<file path="src/rtl/sipo_pkg.sv">
// sipo_pkg -- shared constants for the serial-in/parallel-out deserializer.
//   SIPO_DEF_WIDTH : default frame width in bits.
//   sipo_cnt_w()   : width of a counter able to represent 0..width.
package sipo_pkg;

    localparam int SIPO_DEF_WIDTH = 8;

    function automatic int sipo_cnt_w(input int width);
        return $clog2(width + 1);
    endfunction

endpackage

</file>
<file path="src/rtl/sipo_shift_core.sv">
// sipo_shift_core -- direction-selectable serial shift register.
// Ports:
//   clk        : clock, rising edge
//   rst        : asynchronous active-high reset (register -> 0)
//   clear_i    : synchronous clear (register -> 0), wins over shift_en_i
//   shift_en_i : accept si_i this cycle
//   si_i       : serial data bit
//   frame_o    : register contents with si_i already shifted in, so the
//                parent can capture a complete frame on the final bit edge
module sipo_shift_core
    import sipo_pkg::*;
#(
    parameter int WIDTH     = SIPO_DEF_WIDTH,
    parameter int MSB_FIRST = 1
) (
    input  logic             clk,
    input  logic             rst,
    input  logic             clear_i,
    input  logic             shift_en_i,
    input  logic             si_i,
    output logic [WIDTH-1:0] frame_o
);

    logic [WIDTH-1:0] sr_q;
    logic [WIDTH-1:0] sr_d;
    logic [WIDTH-1:0] shifted;

    always_comb begin
        // MSB-first shifts left so the oldest bit ends at the top;
        // LSB-first shifts right so the oldest bit ends at bit 0.
        if (MSB_FIRST != 0) begin
            shifted = {sr_q[WIDTH-2:0], si_i};
        end else begin
            shifted = {si_i, sr_q[WIDTH-1:1]};
        end

        sr_d = sr_q;
        if (clear_i) begin
            sr_d = '0;
        end else if (shift_en_i) begin
            sr_d = shifted;
        end
    end

    always_ff @(posedge clk or posedge rst) begin
        if (rst) begin
            sr_q <= '0;
        end else begin
            sr_q <= sr_d;
        end
    end

    assign frame_o = shifted;

endmodule

</file>
<file path="src/rtl/sipo_deser.sv">
// sipo_deser -- serial-in/parallel-out deserializer with a one-deep output
// register, valid/ready handshake and sticky overrun flag.
// Ports:
//   clk      : clock, rising edge
//   reset    : asynchronous active-high reset
//   si       : serial data bit, sampled when si_valid=1
//   si_valid : serial bit strobe
//   clear    : synchronous frame restart (shift reg, bit_cnt, overrun)
//   po       : last completed frame (registered)
//   po_valid : po holds an unconsumed frame
//   po_ready : consumer accepts po when po_valid=1
//   bit_cnt  : bits collected in the current frame, 0..WIDTH-1
//   overrun  : sticky, set when a completed frame had to be dropped
module sipo_deser
    import sipo_pkg::*;
#(
    parameter int WIDTH     = SIPO_DEF_WIDTH,
    parameter int MSB_FIRST = 1
) (
    input  logic                          clk,
    input  logic                          reset,
    input  logic                          si,
    input  logic                          si_valid,
    input  logic                          clear,
    output logic [WIDTH-1:0]              po,
    output logic                          po_valid,
    input  logic                          po_ready,
    output logic [sipo_cnt_w(WIDTH)-1:0]  bit_cnt,
    output logic                          overrun
);

    localparam int CNT_W = sipo_cnt_w(WIDTH);
    localparam logic [CNT_W-1:0] LAST_BIT = CNT_W'(WIDTH - 1);

    logic [WIDTH-1:0] frame;
    logic [WIDTH-1:0] po_q, po_d;
    logic             po_valid_q, po_valid_d;
    logic [CNT_W-1:0] cnt_q, cnt_d;
    logic             overrun_q, overrun_d;
    logic             complete;
    logic             handshake;

    sipo_shift_core #(
        .WIDTH     (WIDTH),
        .MSB_FIRST (MSB_FIRST)
    ) u_core (
        .clk        (clk),
        .rst        (reset),
        .clear_i    (clear),
        .shift_en_i (si_valid),
        .si_i       (si),
        .frame_o    (frame)
    );

    always_comb begin
        // clear drops this cycle's bit, so it can never complete a frame.
        complete  = si_valid && !clear && (cnt_q == LAST_BIT);
        handshake = po_valid_q && po_ready;

        cnt_d      = cnt_q;
        po_d       = po_q;
        po_valid_d = po_valid_q;
        overrun_d  = overrun_q;

        if (clear) begin
            cnt_d = '0;
        end else if (si_valid) begin
            cnt_d = complete ? '0 : cnt_q + CNT_W'(1);
        end

        if (complete) begin
            // Output slot is free if empty or being consumed this cycle;
            // otherwise the new frame is lost and that is recorded.
            if (!po_valid_q || po_ready) begin
                po_d       = frame;
                po_valid_d = 1'b1;
            end else begin
                overrun_d = 1'b1;
            end
        end else if (handshake) begin
            po_valid_d = 1'b0;
        end

        if (clear) begin
            overrun_d = 1'b0;
        end
    end

    always_ff @(posedge clk or posedge reset) begin
        if (reset) begin
            cnt_q      <= '0;
            po_q       <= '0;
            po_valid_q <= 1'b0;
            overrun_q  <= 1'b0;
        end else begin
            cnt_q      <= cnt_d;
            po_q       <= po_d;
            po_valid_q <= po_valid_d;
            overrun_q  <= overrun_d;
        end
    end

    assign po       = po_q;
    assign po_valid = po_valid_q;
    assign bit_cnt  = cnt_q;
    assign overrun  = overrun_q;

endmodule

</file>
<file path="config.mk">
export PLATFORM = sky130hd
export DESIGN_NAME = sipo_deser
export DESIGN_NICKNAME = d
export VERILOG_FILES = /design/src/rtl/sipo_pkg.sv /design/src/rtl/sipo_shift_core.sv /design/src/rtl/sipo_deser.sv
export SDC_FILE = /design/constraint.sdc
export NUM_CORES = 1
export LEC_CHECK = 0
export CORE_ASPECT_RATIO = 1.25
export CORE_MARGIN = 2
export CORE_UTILIZATION = 43
export CTS_BUF_LIST = sky130_fd_sc_hd__clkbuf_4 sky130_fd_sc_hd__clkbuf_8 sky130_fd_sc_hd__clkbuf_16
export CTS_CLUSTER_DIAMETER = 30
export DETAILED_ROUTE_END_ITERATION = 6
export PLACE_DENSITY = 0.73
export SYNTH_ARGS = -nofsm -noshare
export SYNTH_HDL_FRONTEND = slang
export SYNTH_HIERARCHICAL = 1
export SYNTH_SLANG_ARGS = --single-unit
</file>
<file path="constraint.sdc">
create_clock -name clk -period 1.45 [get_ports clk]
set_clock_uncertainty 0.2 [all_clocks]
set_input_delay 0.29 -clock clk [delete_from_list [all_inputs] [get_ports clk]]
set_output_delay 0.29 -clock clk [all_outputs]
set_load 0.02 [all_outputs]
</file>
==> flow_metrics.tcl, run 1 <==
set metrics [dict create \
    power.share.combinational 0.098 \
    drive_gt1_frac 0.4608 \
    timing.max_slew.rel_slack 0.8145 \
    worstMarginPinSlew_ns 0.2779 \
    clk-insertion-delay-late_ns 0.30 \
    swShare 0.2275 \
    final_nets 110 \
    grt_setup_unrepaired "yes" \
    core-area_um2 1959 \
    seq_area_frac_synth 0.5891 \
    tritoncts_num_sinks 21 \
    cellPowerDensity_nw_per_um2 835.3 \
    top_level_ports 20 \
    final-setup-viol-count 10 \
    place.port_buffers 19 \
    route.detailed.vias_per_inst 5.049 \
    max_freq_mhz 619.7 \
    cts_htree_levels 1 \
    worstSetupStartpoint "bit_cnt[0]" \
    cts-buffers-inserted 3 \
    r2r_setup_slack_ns -0.16 \
    timing_hold_violations_final 0 \
    min_period_ns 1.614 \
    die_x_um 44.74 \
    path_clk_slew_ns 0.11 \
    cts.root.buffer_cell "sky130_fd_sc_hd__clkbuf_4" \
    max_cap_violations 0 \
    antennaDiodeCount 0 \
    min-delay-path-class "primary input to asynchronous set/reset pin" \
    power_leakage_nw 0.6250 \
    postSynthRegisterBits 21 \
    die_area_um2 2457 \
    first_global_vias 601 \
    power.share.sequential 0.605 \
    drt_iter0_markers 0 \
    post-dp-hpwl_um 1308 \
    cts-root-to-sink-buffers 2 \
    initial_core_utilization 0.4553 \
    crit-reg2reg-launch "bit_cnt[0]" \
    gpl.final_weighted_congestion 0.7378 \
    irDropWorstVdd_mv 0.5908 \
    power_switching_mw 0.2261 \
    grt_first_pass_wirelength_um 2704 \
    slew_viol_final 0 \
    detailroute.via_count 616 \
    floorplan_die_height_um 54.93 \
    area_growth_pct 33.38 \
    ys_async_rst_share 1.000 \
    syn-cell-area_um2 892.1 \
    syn-instance-count 69 \
    cts_tree "done" \
    post_cts_hold_buffer_count 0 \
    initial_antenna_violation_count 0 \
    rows 18 \
    worst_reg2reg_path_depth 4 \
    critPathLaunchType "flop" \
    dominantRegCellSynth "sky130_fd_sc_hd__dfrtp_1" \
    placed_cells_incl_taps 115 \
    drcViolationCount 0 \
    routed_wire_length_um 1731 \
    synth_edf_count 0 \
    crit_type "flop to flop" \
    finish.cell_count_without_fillers 122 \
    timing.critical_path.required_ns 1.45 \
    grt_start_max_net_pins 15 \
    syn-mean-instance-area_um2 12.93 \
    timing.critical_path.arrival_ns 1.61 \
    worstReg2RegEnd "po[6]" \
    worst_slack_ns -0.1636 \
    drt_pass1_iterations 1 \
    synth_fp_nets 76 \
    finalHoldWorstSlack_ns 0.03046 \
    routedWlPerCell_um 14.19 \
    clock_power_share 0.297 \
    ys_types 20 \
    post-route-period-util 1.113 \
    outcome "finished with violations" \
    ant_nets 0 \
    p_int_mw 0.7677 \
    maximum_fanout_along_the_worst_path 8 \
    violated_checks "setup timing" \
    ys.warnings.count 6 \
    final_tns_setup_ns -1.497 \
    worst_setup_path_end_kind "flop" \
    total_overflow_reported_by_the_global_router 0 \
    global_route.usage.total 0.1589 \
]
-- routing by layer --
metal	vias up	part of all wire	track usage	wire length, µm
met5	-	0	0	0
li1	297	-	-	-
met1	300	0.44	0.1913	767
met3	2	0.044	0.02273	76
met4	0	0.014	0.09091	24
met2	17	0.50	0.2705	862
-- worst max path at each step --
stage / depth (start not counted) / slack [ns] / to
after global routing: 4 / -0.25 / po[6]
after detailed placement: 4 / -0.47 / po[1]
after floorplan: 4 / -0.18 / po[0]
final: 4 / -0.16 / po[6]
after global placement: 4 / -0.41 / po[3]
after CTS: 4 / -0.18 / po[6]
-- critical path, stage by stage, from the launching register on --
cell and delay, ns:
sky130_fd_sc_hd__dfrtp_2 0.41, sky130_fd_sc_hd__ha_4 0.14, sky130_fd_sc_hd__nor3b_4 0.23, sky130_fd_sc_hd__nand4_4 0.21, sky130_fd_sc_hd__mux2_2 0.32
-- per-stage QoR --
stage	setup slack (ns)	total power, mW	util	area (µm²)
floorplan	-0.1804	0.6603	-	913.4
global placement	-0.4110	0.7070	0.6022	1180
detailed placement	-0.4730	0.7095	0.6022	1180
CTS	-0.1821	0.9984	0.6143	1204
global route	-0.2522	1.040	0.6073	1190
finish	-0.1636	0.9939	0.6073	1190
-- power by group through the flow --
stage	clock network (mW)	logic (mW)	registers (mW)
final	0.296	0.0970	0.601
after detailed placement	0	0.0965	0.613
after CTS	0.304	0.0928	0.601
after floorplan	0	0.0413	0.619
after global placement	0	0.0942	0.613
after global routing	0.330	0.107	0.603
-- registers in the layout, summed over array words and instances (netlist names) --
register,count
bit_cnt,4
overrun,1
po_valid,1
u_core/sr_q,7
po,8
-- cell usage in the layout, fill, tap and decap left out --
| cell | instances |
|---|---|
| sky130_fd_sc_hd__buf_2 | 11 |
| sky130_fd_sc_hd__nand4_1 | 1 |
| sky130_fd_sc_hd__or3_4 | 1 |
| sky130_fd_sc_hd__dlygate4sd2_1 | 1 |
| sky130_fd_sc_hd__clkdlybuf4s50_1 | 5 |
| sky130_fd_sc_hd__nand2_1 | 3 |
| sky130_fd_sc_hd__buf_4 | 12 |
| sky130_fd_sc_hd__mux2_2 | 8 |
| sky130_fd_sc_hd__nand2b_1 | 2 |
| sky130_fd_sc_hd__dfrtp_1 | 18 |
| sky130_fd_sc_hd__clkbuf_4 | 4 |
| sky130_fd_sc_hd__ha_4 | 1 |
| sky130_fd_sc_hd__clkbuf_2 | 1 |
| sky130_fd_sc_hd__nand4_4 | 1 |
| sky130_fd_sc_hd__o22ai_1 | 1 |
| sky130_fd_sc_hd__inv_1 | 3 |
| sky130_fd_sc_hd__nand3b_1 | 2 |
| sky130_fd_sc_hd__a21oi_2 | 2 |
| sky130_fd_sc_hd__nor3b_4 | 1 |
| sky130_fd_sc_hd__mux2i_1 | 8 |
| sky130_fd_sc_hd__buf_6 | 2 |
| sky130_fd_sc_hd__xor2_1 | 1 |
| sky130_fd_sc_hd__nand3_1 | 1 |
| sky130_fd_sc_hd__dfrtp_2 | 3 |
| sky130_fd_sc_hd__nor2_1 | 9 |
-- cells in the mapped netlist, types with 2 or more instances --
cell	count	area [µm²]
sky130_fd_sc_hd__inv_1	3	11.26
sky130_fd_sc_hd__mux2i_1	8	80.08
sky130_fd_sc_hd__mux2_2	8	90.09
sky130_fd_sc_hd__nand2_1	3	11.26
sky130_fd_sc_hd__a21oi_1	2	10.01
sky130_fd_sc_hd__dfrtp_1	21	525.5
sky130_fd_sc_hd__nand2b_1	2	12.51
sky130_fd_sc_hd__nand3b_1	2	15.01
sky130_fd_sc_hd__nor2_1	9	33.78
-- what timing repair did --
item,in CTS,in global routing
gates cloned,0,0
endpoints found under the setup margin,23,20
pin swaps,1,3
buffers inserted,0,3
resized for setup,45,14
-- layout make-up --
cell class	instances	area (µm²)
well taps	20	25.02
clock buffers	4	30.03
inverters	3	11.26
fillers	172	769.5
multi-input cells	42	362.8
flip-flops and latches	21	529.3
repair buffers	32	231.5
-- kinds of logic after synthesis --
| kind of cell | synth area share |
|---|---|
| flops | 0.5891 |
| compound gates | 0.01824 |
| xor+xnor | 0.009819 |
| buf+inv | 0.03927 |
| fa+ha+maj | 0.01402 |
| simple gates | 0.1388 |
| mux | 0.1908 |
Note: power is estimated with default switching activity, not from simulation.
==> run 2, diff against run 1 <==
--- a/config.mk
+++ b/config.mk
@@ -5,9 +5,10 @@
 export SDC_FILE = /design/constraint.sdc
 export NUM_CORES = 1
 export LEC_CHECK = 0
+export ABC_AREA = 1
 export CORE_ASPECT_RATIO = 1.25
 export CORE_MARGIN = 2
-export CORE_UTILIZATION = 43
+export CORE_UTILIZATION = 44
 export CTS_BUF_LIST = sky130_fd_sc_hd__clkbuf_4 sky130_fd_sc_hd__clkbuf_8 sky130_fd_sc_hd__clkbuf_16
 export CTS_CLUSTER_DIAMETER = 30
 export DETAILED_ROUTE_END_ITERATION = 6
==> run 2 against run 1 <==
Effect of this change:
- the run now ends clean
- first-iteration DRC count up 9
- wire length up 2.3%
- via count up 25%
- synthesized area up 6.6%
- global-route usage up 0.33 points
- sequential share of layout area down 1.3 points
- maximum frequency up 15%
- sequential power about the same
- combinational power up 7%
- largest cell class unchanged
- largest power group unchanged
==> flow_metrics.tcl, run 2 <==
set metrics [dict create \
    worst_reg2reg_path_depth 6 \
    cts.root.buffer_cell "sky130_fd_sc_hd__clkbuf_4" \
    seq_area_frac_synth 0.5526 \
    critical_path_depth 1 \
    synth_compound_gate_area_share 0.02500 \
    yosys.area_share.adder 0.01316 \
    timing_hold_violations_final 0 \
    drt_iter0_markers 9 \
    yosys-top-cells-count "sky130_fd_sc_hd__nand2_1 (38), sky130_fd_sc_hd__dfrtp_1 (21), sky130_fd_sc_hd__nand3_1 (17)" \
    grt_setup_unrepaired "yes" \
    top_delay_family_on_crit_path "flip-flops" \
    syn-cell-area_um2 950.9 \
    max_reg_flops 8 \
    initial_antenna_violation_count 0 \
    total_overflow_reported_by_the_global_router 0 \
    tritoncts_num_sinks 21 \
    r2r_setup_slack_ns 0.10 \
    antennaDiodeCount 0 \
    swShare 0.2494 \
    global_route.usage.total 0.1622 \
    postSynthRegisterBits 21 \
    final_nets 146 \
    timing.critical_path.arrival_ns 0.92 \
    synth_fp_nets 111 \
    cts-buffers-inserted 3 \
    max_cap_violations 0 \
    crit-reg2reg-launch "bit_cnt[1]" \
    floorplan_die_height_um 55.98 \
    rows 18 \
    syn-mean-instance-area_um2 9.143 \
    crit_type "flop to output pin" \
    grt_first_pass_wirelength_um 3042 \
    cpMaxStageDelayCell "sky130_fd_sc_hd__dfrtp_2" \
    power_leakage_nw 0.7284 \
    dominantRegCellSynth "sky130_fd_sc_hd__dfrtp_1" \
    die_area_um2 2551 \
    synth_simple_gate_area_frac 0.3329 \
    post_synth_xor_area_fraction 0.009211 \
    clk-insertion-delay-late_ns 0.31 \
    ys_types 17 \
    synth_top_area_cell "sky130_fd_sc_hd__dfrtp_1" \
    min_period_ns 1.409 \
    route.detailed.vias_per_inst 4.867 \
    irDropWorstVdd_mv 0.7361 \
    post-dp-hpwl_um 1350 \
    critPathLaunchType "flop" \
    cellPowerDensity_nw_per_um2 811.3 \
    muxShareOfSynthArea 0 \
    path_cells "buf_4" \
    gpl.final_weighted_congestion 0.7529 \
    initial_core_utilization 0.4744 \
    grt_start_max_net_pins 15 \
    critical_path.n_buffers_inverters 1 \
    power.share.combinational 0.105 \
    area_growth_pct 28.68 \
    max_freq_mhz 709.9 \
    critPathMaxStageDelay_ns 0.45 \
    main_combinational_cell_family_by_area_after_synthesis "simple AND/OR/NAND/NOR gates" \
    worstReg2RegEnd "po[4]" \
    first_global_vias 716 \
    ys.warnings.count 6 \
    finalHoldWorstSlack_ns 0.01255 \
    drcViolationCount 0 \
    routed_wire_length_um 1770 \
    post-route-period-util 0.9715 \
    worstMarginPinSlew_ns 0.2619 \
    timing.critical_path.required_ns 0.96 \
    path_clk_slew_ns 0.12 \
    cts_tree "done" \
    power_switching_mw 0.2476 \
    clock_power_share 0.287 \
    drive_gt1_frac 0.3261 \
    place.port_buffers 19 \
    min-delay-path-class "primary input to asynchronous set/reset pin" \
    timing.max_slew.rel_slack 0.8252 \
    core-area_um2 2004 \
    die_x_um 45.58 \
    cts_htree_levels 1 \
    maximum_fanout_along_the_worst_path 3 \
    ant_nets 0 \
    outcome "finished, final reports clean" \
    drt_pass1_iterations 4 \
    slew_viol_final 0 \
    post-synth-top-area-fraction 0.5526 \
    detailroute.via_count 769 \
    top_level_ports 20 \
    worst_setup_path_end_kind "output pin" \
    nFillCells 178 \
    synth_edf_count 0 \
    final-setup-viol-count 0 \
    p_int_mw 0.7452 \
    power.share.sequential 0.608 \
    ys_top_cells_by_area "sky130_fd_sc_hd__dfrtp_1 (55%), sky130_fd_sc_hd__nand2_1 (15%), sky130_fd_sc_hd__nand3_1 (8.9%)" \
    yosys.cell_count.top_type "sky130_fd_sc_hd__nand2_1" \
    syn-instance-count 104 \
    most_frequent_cells_in_the_layout "sky130_fd_sc_hd__nand2_1 (38), sky130_fd_sc_hd__dfrtp_1 (19), sky130_fd_sc_hd__nand3_1 (17)" \
    fin_total_pwr_mw 0.9927 \
    routedWlPerCell_um 11.20 \
    cts-root-to-sink-buffers 2 \
    mostFrequentLayoutCell "sky130_fd_sc_hd__nand2_1" \
    ys_async_rst_share 1.000 \
]
-- run 2: cell types whose count changed after synthesis, moves of 2 or more --
cell | before | now
sky130_fd_sc_hd__nor2_1 | 9 | 2
sky130_fd_sc_hd__nand3_1 | 1 | 17
sky130_fd_sc_hd__nand3b_1 | 2 | 0
sky130_fd_sc_hd__inv_2 | 0 | 5
sky130_fd_sc_hd__nand2_1 | 3 | 38
sky130_fd_sc_hd__nand2_2 | 0 | 2
sky130_fd_sc_hd__nand2b_1 | 2 | 0
sky130_fd_sc_hd__mux2i_1 | 8 | 0
sky130_fd_sc_hd__nor2_8 | 0 | 2
sky130_fd_sc_hd__mux2_2 | 8 | 0
sky130_fd_sc_hd__inv_1 | 3 | 7
-- run 2: power by group through the flow --
stage / clock network (mW) / registers, mW / logic (mW)
5_1_grt: 0.309 / 0.606 / 0.117
6_report: 0.285 / 0.604 / 0.104
2_1_floorplan: 0 / 0.621 / 0.0447
3_5_place_dp: 0 / 0.614 / 0.108
4_1_cts: 0.291 / 0.602 / 0.103
3_3_place_gp: 0 / 0.613 / 0.105
-- run 2: how the worst max path moves through the flow --
| stage | startpoint | to |
|---|---|---|
| finish | bit_cnt[0] | bit_cnt[0] |
| global route | bit_cnt[0] | bit_cnt[0] |
| CTS | bit_cnt[2] | bit_cnt[2] |
| detailed placement | si_valid | po[7] |
| global placement | si_valid | po[7] |
| floorplan | bit_cnt[0] | po[0] |
-- run 2: repair_timing --
item | CTS | global route
hold buffers | 0 | 0
setup buffers | 0 | 3
endpoints found under the hold margin | 0 | 0
gates resized for setup | 55 | 7
endpoints found under the setup margin | 14 | 9
pin swaps | 0 | 2
-- run 2: final cells by class --
cell class              count  area, µm²  share of cell area
flip-flops and latches     21      528.0              0.4315
multi-input cells          69      374.1              0.3057
repair buffers             32      224.0              0.1830
inverters                  12      45.04             0.03681
well taps                  20      25.02             0.02045
clock buffers               3      22.52             0.01840
clock inverters             1      5.005            0.004090
-- run 2: logic make-up after synthesis --
group | count (synthesis)
AND/OR/NAND/NOR | 63
flip-flops | 21
buffers and inverters | 14
AO/OA/AOI/OAI | 4
XOR/XNOR | 1
adder cells (fa/ha/maj) | 1
-- run 2: metrics by stage --
step | setup TNS [ns] | instance area, µm² | instances | setup WS (ns) | utilization
after floorplan | 0 | 955.9 | 104 | 0.01383 | -
after global placement | -2.800 | 1227 | 151 | -0.1726 | 0.6124
after detailed placement | -3.130 | 1227 | 151 | -0.1917 | 0.6124
after CTS | 0 | 1191 | 155 | 0.001718 | 0.5943
after global routing | 0 | 1224 | 158 | 0.0005320 | 0.6105
final | 0 | 1224 | 158 | 0.04132 | 0.6105
-- run 2: routing by layer --
layer | GRT usage | part of all wire | vias up
met5 | 0 | 0 | -
met4 | 0.08824 | 0.019 | 0
met3 | 0.02922 | 0.042 | 4
met2 | 0.2414 | 0.48 | 17
met1 | 0.2159 | 0.46 | 353
li1 | - | - | 395
==> run 3, diff against run 2 <==
--- a/config.mk
+++ b/config.mk
@@ -12,6 +12,7 @@
 export CTS_BUF_LIST = sky130_fd_sc_hd__clkbuf_4 sky130_fd_sc_hd__clkbuf_8 sky130_fd_sc_hd__clkbuf_16
 export CTS_CLUSTER_DIAMETER = 30
 export DETAILED_ROUTE_END_ITERATION = 6
+export GPL_ROUTABILITY_DRIVEN = 0
 export PLACE_DENSITY = 0.73
 export SYNTH_ARGS = -nofsm -noshare
 export SYNTH_HDL_FRONTEND = slang
==> results of run 3 <==
No change in the layout: final DEF, timing and power equal those of run 2.
